$ cat config.mk
export PLATFORM = sky130hd
export DESIGN_NAME = prime_stream_gen
export DESIGN_NICKNAME = d
export VERILOG_FILES = /design/src/rtl/prime_pkg.sv /design/src/rtl/prime_trial_div.sv /design/src/rtl/prime_stream_gen.sv
export SDC_FILE = /design/constraint.sdc
export NUM_CORES = 1
export LEC_CHECK = 0
export ABC_AREA = 1
export CORE_ASPECT_RATIO = 0.75
export CORE_UTILIZATION = 62
export DETAILED_ROUTE_END_ITERATION = 16
export PLACE_DENSITY = 0.82
export REMOVE_ABC_BUFFERS = 1
export SYNTH_ARGS = -nofsm -noshare
export SYNTH_HDL_FRONTEND = slang
export SYNTH_SLANG_ARGS = --single-unit
$ cat constraint.sdc
create_clock -name clk -period 6.3 [get_ports clk]
set_input_delay 1.26 -clock clk [delete_from_list [all_inputs] [get_ports clk]]
set_output_delay 1.26 -clock clk [all_outputs]
set_load 0.01 [all_outputs]
$ cat src/rtl/prime_pkg.sv
// Shared definitions for the prime stream generator.
//   state_t          : top-level run states
//   DEFAULT_WIDTH    : default width of limit / candidate / count datapath
//   PRIME_COUNT_255  : number of primes in [2, 255], used by benches
package prime_pkg;

  localparam int DEFAULT_WIDTH   = 8;
  localparam int PRIME_COUNT_255 = 54;

  typedef enum logic [1:0] {
    IDLE = 2'd0,
    TEST = 2'd1,
    EMIT = 2'd2,
    FIN  = 2'd3
  } state_t;

endpackage

$ cat src/rtl/prime_trial_div.sv
// Sequential trial-division primality engine using repeated subtraction.
// A go pulse loads a candidate; the engine then performs one action per
// cycle until it can decide, at which point result_valid is raised
// combinationally for that cycle and busy falls on the next edge.
//   clk, rst      : clock, asynchronous active-high reset
//   go            : load cand and start testing (wins over a finishing test)
//   cand          : candidate to test, sampled on go
//   busy          : a test is in progress
//   result_valid  : decision available this cycle
//   is_prime      : decision, meaningful only with result_valid
module prime_trial_div
  import prime_pkg::*;
#(
  parameter int WIDTH = DEFAULT_WIDTH
) (
  input  logic             clk,
  input  logic             rst,
  input  logic             go,
  input  logic [WIDTH-1:0] cand,
  output logic             busy,
  output logic             result_valid,
  output logic             is_prime
);

  logic [WIDTH-1:0]   cand_r;
  logic [WIDTH-1:0]   d;
  logic [WIDTH-1:0]   r;
  logic [2*WIDTH-1:0] d_sq;
  logic               sq_exceeds;
  logic               composite;

  // Once d*d passes the candidate no divisor remains, so it is prime. The
  // square is taken at double width so it cannot wrap.
  assign d_sq       = {{WIDTH{1'b0}}, d} * {{WIDTH{1'b0}}, d};
  assign sq_exceeds = d_sq > {{WIDTH{1'b0}}, cand_r};
  // r has been reduced below d; a zero remainder means d divides cand.
  assign composite  = !sq_exceeds && (r < d) && (r == '0);

  assign result_valid = busy && (sq_exceeds || composite);
  assign is_prime     = sq_exceeds;

  // NOTE: sequential state uses non-blocking assignments so every register
  // samples the pre-edge values, independent of statement order.
  always_ff @(posedge clk or posedge rst) begin
    if (rst) begin
      busy   <= 1'b0;
      cand_r <= '0;
      d      <= '0;
      r      <= '0;
    end else if (go) begin
      busy   <= 1'b1;
      cand_r <= cand;
      d      <= WIDTH'(2);
      r      <= cand;
    end else if (busy) begin
      if (sq_exceeds || composite) begin
        busy <= 1'b0;
      end else if (r >= d) begin
        r <= r - d;
      end else begin
        d <= d + WIDTH'(1);
        r <= cand_r;
      end
    end
  end

endmodule

$ cat src/rtl/prime_stream_gen.sv
// Prime stream generator: on an accepted start, enumerates every prime p with
// 2 <= p <= limit in ascending order over a valid/ready stream, then pulses
// done for one cycle. Primality comes from the prime_trial_div engine.
//   clk, rst     : clock, asynchronous active-high reset
//   start        : run request, accepted only in IDLE
//   limit        : inclusive upper bound, sampled on an accepted start
//   busy         : high in every state except IDLE
//   prime_out    : prime being offered (registered)
//   prime_valid  : prime_out holds a prime (registered)
//   prime_ready  : downstream accepts prime_out
//   done         : one-cycle pulse at the end of a run
//   count        : primes handed off in the current or last run
module prime_stream_gen
  import prime_pkg::*;
#(
  parameter int WIDTH = DEFAULT_WIDTH
) (
  input  logic             clk,
  input  logic             rst,
  input  logic             start,
  input  logic [WIDTH-1:0] limit,
  output logic             busy,
  output logic [WIDTH-1:0] prime_out,
  output logic             prime_valid,
  input  logic             prime_ready,
  output logic             done,
  output logic [WIDTH-1:0] count
);

  state_t           state, state_nxt;
  logic [WIDTH-1:0] lim_r, lim_nxt;
  logic [WIDTH-1:0] cand, cand_nxt;
  logic [WIDTH-1:0] out_nxt;
  logic             valid_nxt;
  logic             done_nxt;
  logic [WIDTH-1:0] count_nxt;
  logic             adv;

  logic             div_go;
  logic [WIDTH-1:0] div_cand;
  logic             div_busy;
  logic             div_result_valid;
  logic             div_is_prime;

  prime_trial_div #(.WIDTH(WIDTH)) u_div (
    .clk          (clk),
    .rst          (rst),
    .go           (div_go),
    .cand         (div_cand),
    .busy         (div_busy),
    .result_valid (div_result_valid),
    .is_prime     (div_is_prime)
  );

  assign busy = (state != IDLE);

  // NOTE: every signal written here is given a default first, so no path
  // leaves it unassigned and no latch is inferred.
  always_comb begin
    state_nxt = state;
    lim_nxt   = lim_r;
    cand_nxt  = cand;
    out_nxt   = prime_out;
    valid_nxt = prime_valid;
    done_nxt  = 1'b0;
    count_nxt = count;
    div_go    = 1'b0;
    div_cand  = cand + WIDTH'(1);
    adv       = 1'b0;

    case (state)
      IDLE: begin
        if (start) begin
          lim_nxt   = limit;
          count_nxt = '0;
          if (limit < WIDTH'(2)) begin
            state_nxt = FIN;
          end else begin
            cand_nxt  = WIDTH'(2);
            div_cand  = WIDTH'(2);
            div_go    = 1'b1;
            state_nxt = TEST;
          end
        end
      end
      TEST: begin
        if (div_busy && div_result_valid) begin
          if (div_is_prime) begin
            state_nxt = EMIT;
            valid_nxt = 1'b1;
            out_nxt   = cand;
          end else begin
            adv = 1'b1;
          end
        end
      end
      EMIT: begin
        if (prime_valid && prime_ready) begin
          count_nxt = count + WIDTH'(1);
          valid_nxt = 1'b0;
          adv       = 1'b1;
        end
      end
      FIN: begin
        done_nxt  = 1'b1;
        state_nxt = IDLE;
      end
      default: state_nxt = IDLE;
    endcase

    // Advance to the next candidate. The limit compare happens before the
    // increment, so a limit of all-ones finishes without wrapping.
    if (adv) begin
      if (cand == lim_r) begin
        state_nxt = FIN;
      end else begin
        cand_nxt  = cand + WIDTH'(1);
        div_go    = 1'b1;
        state_nxt = TEST;
      end
    end
  end

  // NOTE: all registers here are control/datapath flops (no memories), so
  // each one is cleared by reset; an abandoned run leaves nothing behind.
  always_ff @(posedge clk or posedge rst) begin
    if (rst) begin
      state       <= IDLE;
      lim_r       <= '0;
      cand        <= '0;
      prime_out   <= '0;
      prime_valid <= 1'b0;
      done        <= 1'b0;
      count       <= '0;
    end else begin
      state       <= state_nxt;
      lim_r       <= lim_nxt;
      cand        <= cand_nxt;
      prime_out   <= out_nxt;
      prime_valid <= valid_nxt;
      done        <= done_nxt;
      count       <= count_nxt;
    end
  end

endmodule

# Word-level counts from Yosys, hierarchy flattened
# Cells that the tools add are included.
word_totals:
  ff_bits: 61
  inputBits: 12
  out_inout_bits: 19
  elab_cells: 97
op_classes:
  n_addsub: 4
  n_mul: 1
  order_cmp: 4
  eq_ne: 13
  n_mux: 43
  n_reduce_logical: 21
op_table:
  columns: ["cell", "n"]
  rows:
  - ["$mux 8", 18]
  - ["$add 8x1->8 const B", 3]
  - ["$gt 16x8->1", 1]
  - ["$mul 8x8->16", 1]
  - ["$pmux 8 s2", 1]
  - ["$mux 1", 15]
  - ["$mux 2", 6]
  - ["$ne 2x2->1 const B", 5]
  - ["$reduce_and 3->1", 3]
  - ["$eq 8x8->1", 1]
  - ["$ge 8x8->1", 1]
  - ["$logic_not 8->1", 1]
  - ["$lt 8x2->1 const B", 1]
  - ["$lt 8x8->1", 1]
  - ["$reduce_and 4->1", 2]
  - ["$reduce_bool 2->1", 4]
  - ["$sub 8x8->8", 1]
  - ["$ne 3x3->1 const B", 2]
  - ["$pmux 2 s3", 1]
  - ["$logic_and 1x1->1", 5]
  - ["$eq 2x2->1 const B", 2]
  - ["$pmux 1 s2", 2]
  - ["$reduce_and 2->1", 2]
  - ["$reduce_bool 4->1", 1]
  - ["6 further kinds", 6]

# Longest topological paths before layout
depth:
  ltp_word: 13
  depth_mapped: 33
  ltp_nobuf: 31

# Modules after synthesis
# From an unflattened synthesis, not the netlist that was laid out.
unflattened:
  hier_cells: 778
  area_unflattened_um2: 5691.7
by_module_without_submodules:
  columns: ["mod", "n_inst", "cells_each", "area_per_inst_um2", "seq_area_each_um2"]
  rows:
  - ["prime_trial_div", 1, 533, 3742.3, 625.6]
  - ["prime_stream_gen", 1, 245, 1949.4, 900.9]

# Worst setup path after synthesis
# Ideal clock, no wire load.
synth_timing:
  kind: "register to register"
  from: "register u_div.d[1]"
  to: "register u_div.r[5]"
  setup_ns: 0.117
  arrival_ns: 4.805
  required_ns: 6.183
  setup_slack_ns: 1.378
  path_stages_with_launch: 31
  n_path_buf: 3
  period_less_slack_ns: 4.922
  cell_sequence: "dfrtp_1 > clkbuf_1 > nand2_1 > inv_1 > fa_1 > xnor2_1 > xor2_1 > fa_1 > inv_1 > fa_1 > inv_1 > ha_1 > xor2_1 > ha_1 > nand2_1 > nor2_1 > inv_1 > nor2_1 > a21oi_1 > nor2_1 > nand2_1 > nor2_2 > nand4_1 > nand2_1 > nand3_2 > buf_6 > buf_6 > nand3_2 > nand2_1 > nand2_1 > nand2_1"
synth_via:
  elab_chain_len: 13
  word_cells_on_any_way: 22
  cone_classes: "1 x add/sub; 1 x mul; 3 x order compare; 1 x eq/ne; 8 x mux; 8 x reduce/logical"
synth_rtl:
  columns: ["element", "line_no", "source"]
  rows:
  - ["start, declared", "prime_trial_div.sv:26", "logic [WIDTH-1:0] d;"]
  - ["start signal, assigned", "prime_trial_div.sv:61", "d <= d + WIDTH'(1);"]
  - ["$mul 8x8->16", "prime_trial_div.sv:34", "assign d_sq = {{WIDTH{1'b0}}, d} * {{WIDTH{1'b0}}, d};"]
  - ["$gt 16x8->1", "prime_trial_div.sv:35", "assign sq_exceeds = d_sq > {{WIDTH{1'b0}}, cand_r};"]
  - ["$logic_not 1->1", "prime_trial_div.sv:37", "assign composite = !sq_exceeds && (r < d) && (r == '0);"]
  - ["$logic_and 1x1->1 (2 in series)", "prime_trial_div.sv:37", null]
  - ["$logic_or 1x1->1", "prime_trial_div.sv:39, prime_trial_div.sv:56", null]
  - ["$logic_and 1x1->1", "prime_trial_div.sv:39", "assign result_valid = busy && (sq_exceeds || composite);"]
  - ["$logic_and 1x1->1", "prime_stream_gen.sv:87", "if (div_busy && div_result_valid) begin"]
  - ["$mux 1", "prime_stream_gen.sv:87", null]
  - ["$pmux 1 s2", "prime_stream_gen.sv:71", "case (state)"]
  - ["$mux 1", "prime_stream_gen.sv:113", "if (adv) begin"]
  - ["$ne 2x2->1 (no line) / $reduce_bool 2->1 (equally long branches)", null, null]
  - ["$reduce_and 2->1 (no line)", null, null]
  - ["end signal, assigned", "prime_trial_div.sv:54", "r <= cand;"]
  - ["end signal, assigned", "prime_trial_div.sv:59", "r <= r - d;"]
  - ["end signal, assigned", "prime_trial_div.sv:62", "r <= cand_r;"]
  - ["end, declared", "prime_trial_div.sv:27", "logic [WIDTH-1:0] r;"]
# Several ways; a longest one is shown, not always the timed one. The select of a mux whose other input is x is not followed.
# A chain may end at the register's enable or synchronous reset.

# Worst setup path in the final report
layout_timing:
  from: "register u_div.d[1]"
  to: "register u_div.d[6]"
layout_via:
  elab_chain_len: 13
  word_cells_on_any_way: 23
  cone_classes: "1 x add/sub; 1 x mul; 3 x order compare; 2 x eq/ne; 8 x mux; 8 x reduce/logical"
layout_rtl:
  columns: ["element", "line_no"]
  rows:
  - ["$mul 8x8->16", "prime_trial_div.sv:34"]
  - ["$gt 16x8->1", "prime_trial_div.sv:35"]
  - ["$logic_not 1->1", "prime_trial_div.sv:37"]
  - ["$logic_and 1x1->1 (2 in series)", "prime_trial_div.sv:37"]
  - ["$logic_or 1x1->1", "prime_trial_div.sv:39, prime_trial_div.sv:56"]
  - ["$logic_and 1x1->1", "prime_trial_div.sv:39"]
  - ["$logic_and 1x1->1", "prime_stream_gen.sv:87"]
  - ["$mux 1", "prime_stream_gen.sv:87"]
  - ["$pmux 1 s2", "prime_stream_gen.sv:71"]
  - ["$mux 1", "prime_stream_gen.sv:113"]
  - ["$ne 2x2->1 (no line) / $reduce_bool 2->1 (equally long branches)", null]
  - ["$reduce_and 3->1 (no line)", null]
# Several ways; a longest one is shown, not always the timed one. The select of a mux whose other input is x is not followed.

==> run metrics <==
Iter 0 DRT Violations=between 400 and 500; Post-CTS Resized=0; cell area after synthesis=5624 sq um; count of warnings emitted by yosys=0; ratio of final minimum period to clock period=a little under nine tenths; design internal power=1131 uW; number of H-tree levels=3; multi-input gate area in the final layout=roughly 3400 sq um; Die Area=9460 sq um; area used by sequential logic in the layout=approximately 1500 sq um; overall track demand over capacity in global routing=between 20% and 30%; fraction of the mapped netlist area in compound gates=under 10%; final RePlAce weighted congestion=approximately 0.9; port buffer count=30; Die Span X=112.0 microns; clock latency of the later-clocked register in the worst-skew pair=340 ps; Data arrival, critical path=between 5000 and 6000 ps; number of nets still failing antenna checks after routing=0; clock transition at the register clock pins on the worst setup and hold paths after CTS=around 60 ps; Inst Count DP=873; fraction of synthesized cell area in xor and xnor cells=~4%; ratio of total power to cell area=around 310 nW/um^2; die span in y=roughly 84 microns; GRT Max-Usage Layer=met2; initial antenna violation count=0; area fraction of the dominant cell type after synthesis=~27%; Root Buffer Master=sky130_fd_sc_hd__clkbuf_16; synth unique cells=43; met3 Resource Use GR=~6%; FF+latch count, synth=61; number of filler cells placed in the layout=677; P_sw=just over 800 uW; maximum number of pins on one net before global-route repair=62; largest cells by area after synthesis=sky130_fd_sc_hd__dfrtp_1 (27%), sky130_fd_sc_hd__nand2_1 (12%), sky130_fd_sc_hd__ha_1 (12%); required time of the critical path=approximately 6500 ps; post-synthesis average cell area=around 7.5 sq um; peak supply drop=246.3 uV; fin crit period=approximately 5400 ps; final max-slew violation count=0; Overflow after GRT=0; I/O pin cnt=31; Crit Path Class=reg -> reg; proportion of synthesized flip-flops having asynchronous set or reset=100.0%; Worst slew margin=between 40% and 50%; vias in the first global route=between 4000 and 5000; met1 Use GR=a little over two fifths; standard cell with the maximum stage delay on the critical path=sky130_fd_sc_hd__dfrtp_1; proportion of synthesized chip area in sequential cells=approximately 27%; wire length after detailed routing=12900 microns; combinational family with the most area after synthesis=simple AND/OR/NAND/NOR gates; Worst Setup End Kind=flip-flop; setup-violating endpoint count in the final report=0; sequential group share of total power=about 30%; TritonRoute pass-1 iters=13; number of instances in the synthesized netlist=750; global-route wire length before repair=between 20000 and 25000 microns; most instantiated flip-flop cell in the synthesis netlist=sky130_fd_sc_hd__dfrtp_1; final setup skew=between 10 and 15 ps; critical path peak fanout=19; combinational cell fraction of total power=approximately 46%; number of hold buffers added after CTS=0; number of enable-type register cells in the synthesized netlist=0; CTS Buf Count=9; fraction of layout instances using a drive strength above 1=between 7 and 8%; Total Negative Setup Slacks=0 ps; Peak Freq=0.1857 GHz; multiplexer area fraction after synthesis=1.201%; transition time at the pin with the least slew margin=788.0 ps; total vias in the final route=around 4900; Vias/cell=5.523; Tightest Hold Check Type=reg -> reg; Site Rows=29; clock tree from TritonCTS=yes; run status=finished, violations left; placed wire-length estimate=~10000 microns; core area=around 8600 sq um; nets@finish=around 870; RSZ-0062 raised after global routing=false; crit-path most repeated cell=sky130_fd_sc_hd__nand2_1; hold violation count in the final report=0; Wirelength per Cell=around 15 microns; non-filler instance count after layout=approximately 890; biggest area consumer among synthesized cells=sky130_fd_sc_hd__dfrtp_1; fraction of power spent switching nets=approximately two fifths; starting density of the core=about two thirds; diode insertion count for antenna repair=0; DRC=2; count of maximum capacitance violations=0; Layout Area Growth over Synthesis=11.64%; Max clock buf depth=2; sinks on the clock net=61; Post-Synth Simple-Gate Area=~26%; setup repair bufs after CTS=0; Clock Power Share=23.8%; sort of element at the start of the critical path=flip-flop; delay of the slowest cell on the worst path=590 ps; met2 routing resource usage after global routing=a little under half; reported leakage power=about 0.0034 uW; adder-cell area share of the yosys netlist=a little over a fifth; violated checks=DRC
==> critical path, delay by kind of cell (launching register included) <==
kind | cells | cell delay (ps)
AOI/OAI and AO/OA | 2 | 230
xor gates and xnor gates | 1 | 90
adders and majority gates | 6 | 2290
buffers and inverters | 5 | 410
DFF | 1 | 590
and+or+nand+nor | 14 | 1650
==> area by class of cell <==
| cell class | instances | area share, % |
|---|---|---|
| multi-input cells | 516 | 54.54 |
| flip-flops and latches | 61 | 24.31 |
| well taps | 108 | 2.152 |
| repair buffers | 33 | 5.141 |
| clock buffers | 9 | 3.587 |
| inverters | 155 | 9.346 |
| clock inverters | 7 | 0.9167 |
==> cell usage after synthesis (8+ instances only) <==
| library cell | instances |
|---|---|
| sky130_fd_sc_hd__nand4_1 | 14 |
| sky130_fd_sc_hd__a21oi_1 | 17 |
| sky130_fd_sc_hd__nor2_1 | 39 |
| sky130_fd_sc_hd__o21ai_0 | 31 |
| sky130_fd_sc_hd__clkbuf_1 | 11 |
| sky130_fd_sc_hd__nand3_1 | 35 |
| sky130_fd_sc_hd__inv_1 | 149 |
| sky130_fd_sc_hd__xor2_1 | 17 |
| sky130_fd_sc_hd__nor3_1 | 12 |
| sky130_fd_sc_hd__ha_1 | 53 |
| sky130_fd_sc_hd__nand2_1 | 185 |
| sky130_fd_sc_hd__xnor2_1 | 8 |
| sky130_fd_sc_hd__fa_1 | 26 |
| sky130_fd_sc_hd__dfrtp_1 | 61 |
==> state kept, by name (all words and copies together) (netlist names) <==
| signal | flops |
|---|---|
| lim_r | 8 |
| u_div.r | 8 |
| u_div.d | 8 |
| u_div.busy | 1 |
| prime_valid | 1 |
| u_div.cand_r | 8 |
| state | 2 |
| done | 1 |
| cand | 8 |
| prime_out | 8 |
| count | 8 |
==> power groups by stage <==
stage               registers [uW]  logic (uW)  clock network, uW
floorplan                      581         620                  0
global placement               582         859                  0
detailed placement             585         880                  0
CTS                            580         892                470
global route                   594        1010                483
finish                         581         902                464
==> routing by layer <==
| metal | share of wire, % | vias up |
|---|---|---|
| met5 | 0 | - |
| met4 | 1.3 | 0 |
| met3 | 5.5 | 17 |
| met2 | 44 | 151 |
| met1 | 49 | 2330 |
| li1 | - | 2412 |
==> kinds of logic (layout without fill, tap and decap cells) <==
family,after synthesis,after routing
AO/OA/AOI/OAI,84,84
XOR/XNOR,25,25
adder cells (fa/ha/maj),79,79
buffers and inverters,173,204
flip-flops,61,61
multiplexers,6,6
AND/OR/NAND/NOR,322,322
==> metrics by stage <==
step	hold WS [ps]	power (uW)	setup slack (ps)	utilization (%)	instance area, sq um
after detailed placement	478.5	1465	936.1	69.43	5996
after global routing	503.8	2089	403.7	72.70	6279
after floorplan	467.8	1201	1173	-	5538
final	486.1	1947	915.1	72.70	6279
after global placement	476.8	1441	1081	69.43	5996
after CTS	492.4	1942	917.4	72.70	6279
==> path summary, 6_finish.rpt <==
check / from / end / slack [ps] / cells past startpoint
worst max-delay path: u_div.d[1] / u_div.d[6] / 920 / 28
worst min-delay path: prime_out[3] / prime_out[3] / 490 / 1
worst max register to register: u_div.d[1] / u_div.d[6] / 920 / 28
worst min register to register: prime_out[3] / prime_out[3] / 490 / 1
max in group asynchronous: rst / cand[7] / 4310 / 3
min in group asynchronous: rst / count[7] / 1470 / 3
==> cells in the final DEF, fill, tap and decap left out, types with 8 or more instances in the layout <==
cell type and instances:
sky130_fd_sc_hd__nand2_1 185, sky130_fd_sc_hd__inv_1 148, sky130_fd_sc_hd__dfrtp_1 61, sky130_fd_sc_hd__ha_1 53
sky130_fd_sc_hd__nor2_1 39, sky130_fd_sc_hd__nand3_1 35, sky130_fd_sc_hd__o21ai_0 31, sky130_fd_sc_hd__clkdlybuf4s50_1 30
sky130_fd_sc_hd__fa_1 26, sky130_fd_sc_hd__a21oi_1 17, sky130_fd_sc_hd__xor2_1 17, sky130_fd_sc_hd__nand4_1 14
sky130_fd_sc_hd__nor3_1 12, sky130_fd_sc_hd__clkbuf_16 9, sky130_fd_sc_hd__xnor2_1 8
Power figures use the tool's default switching activity.
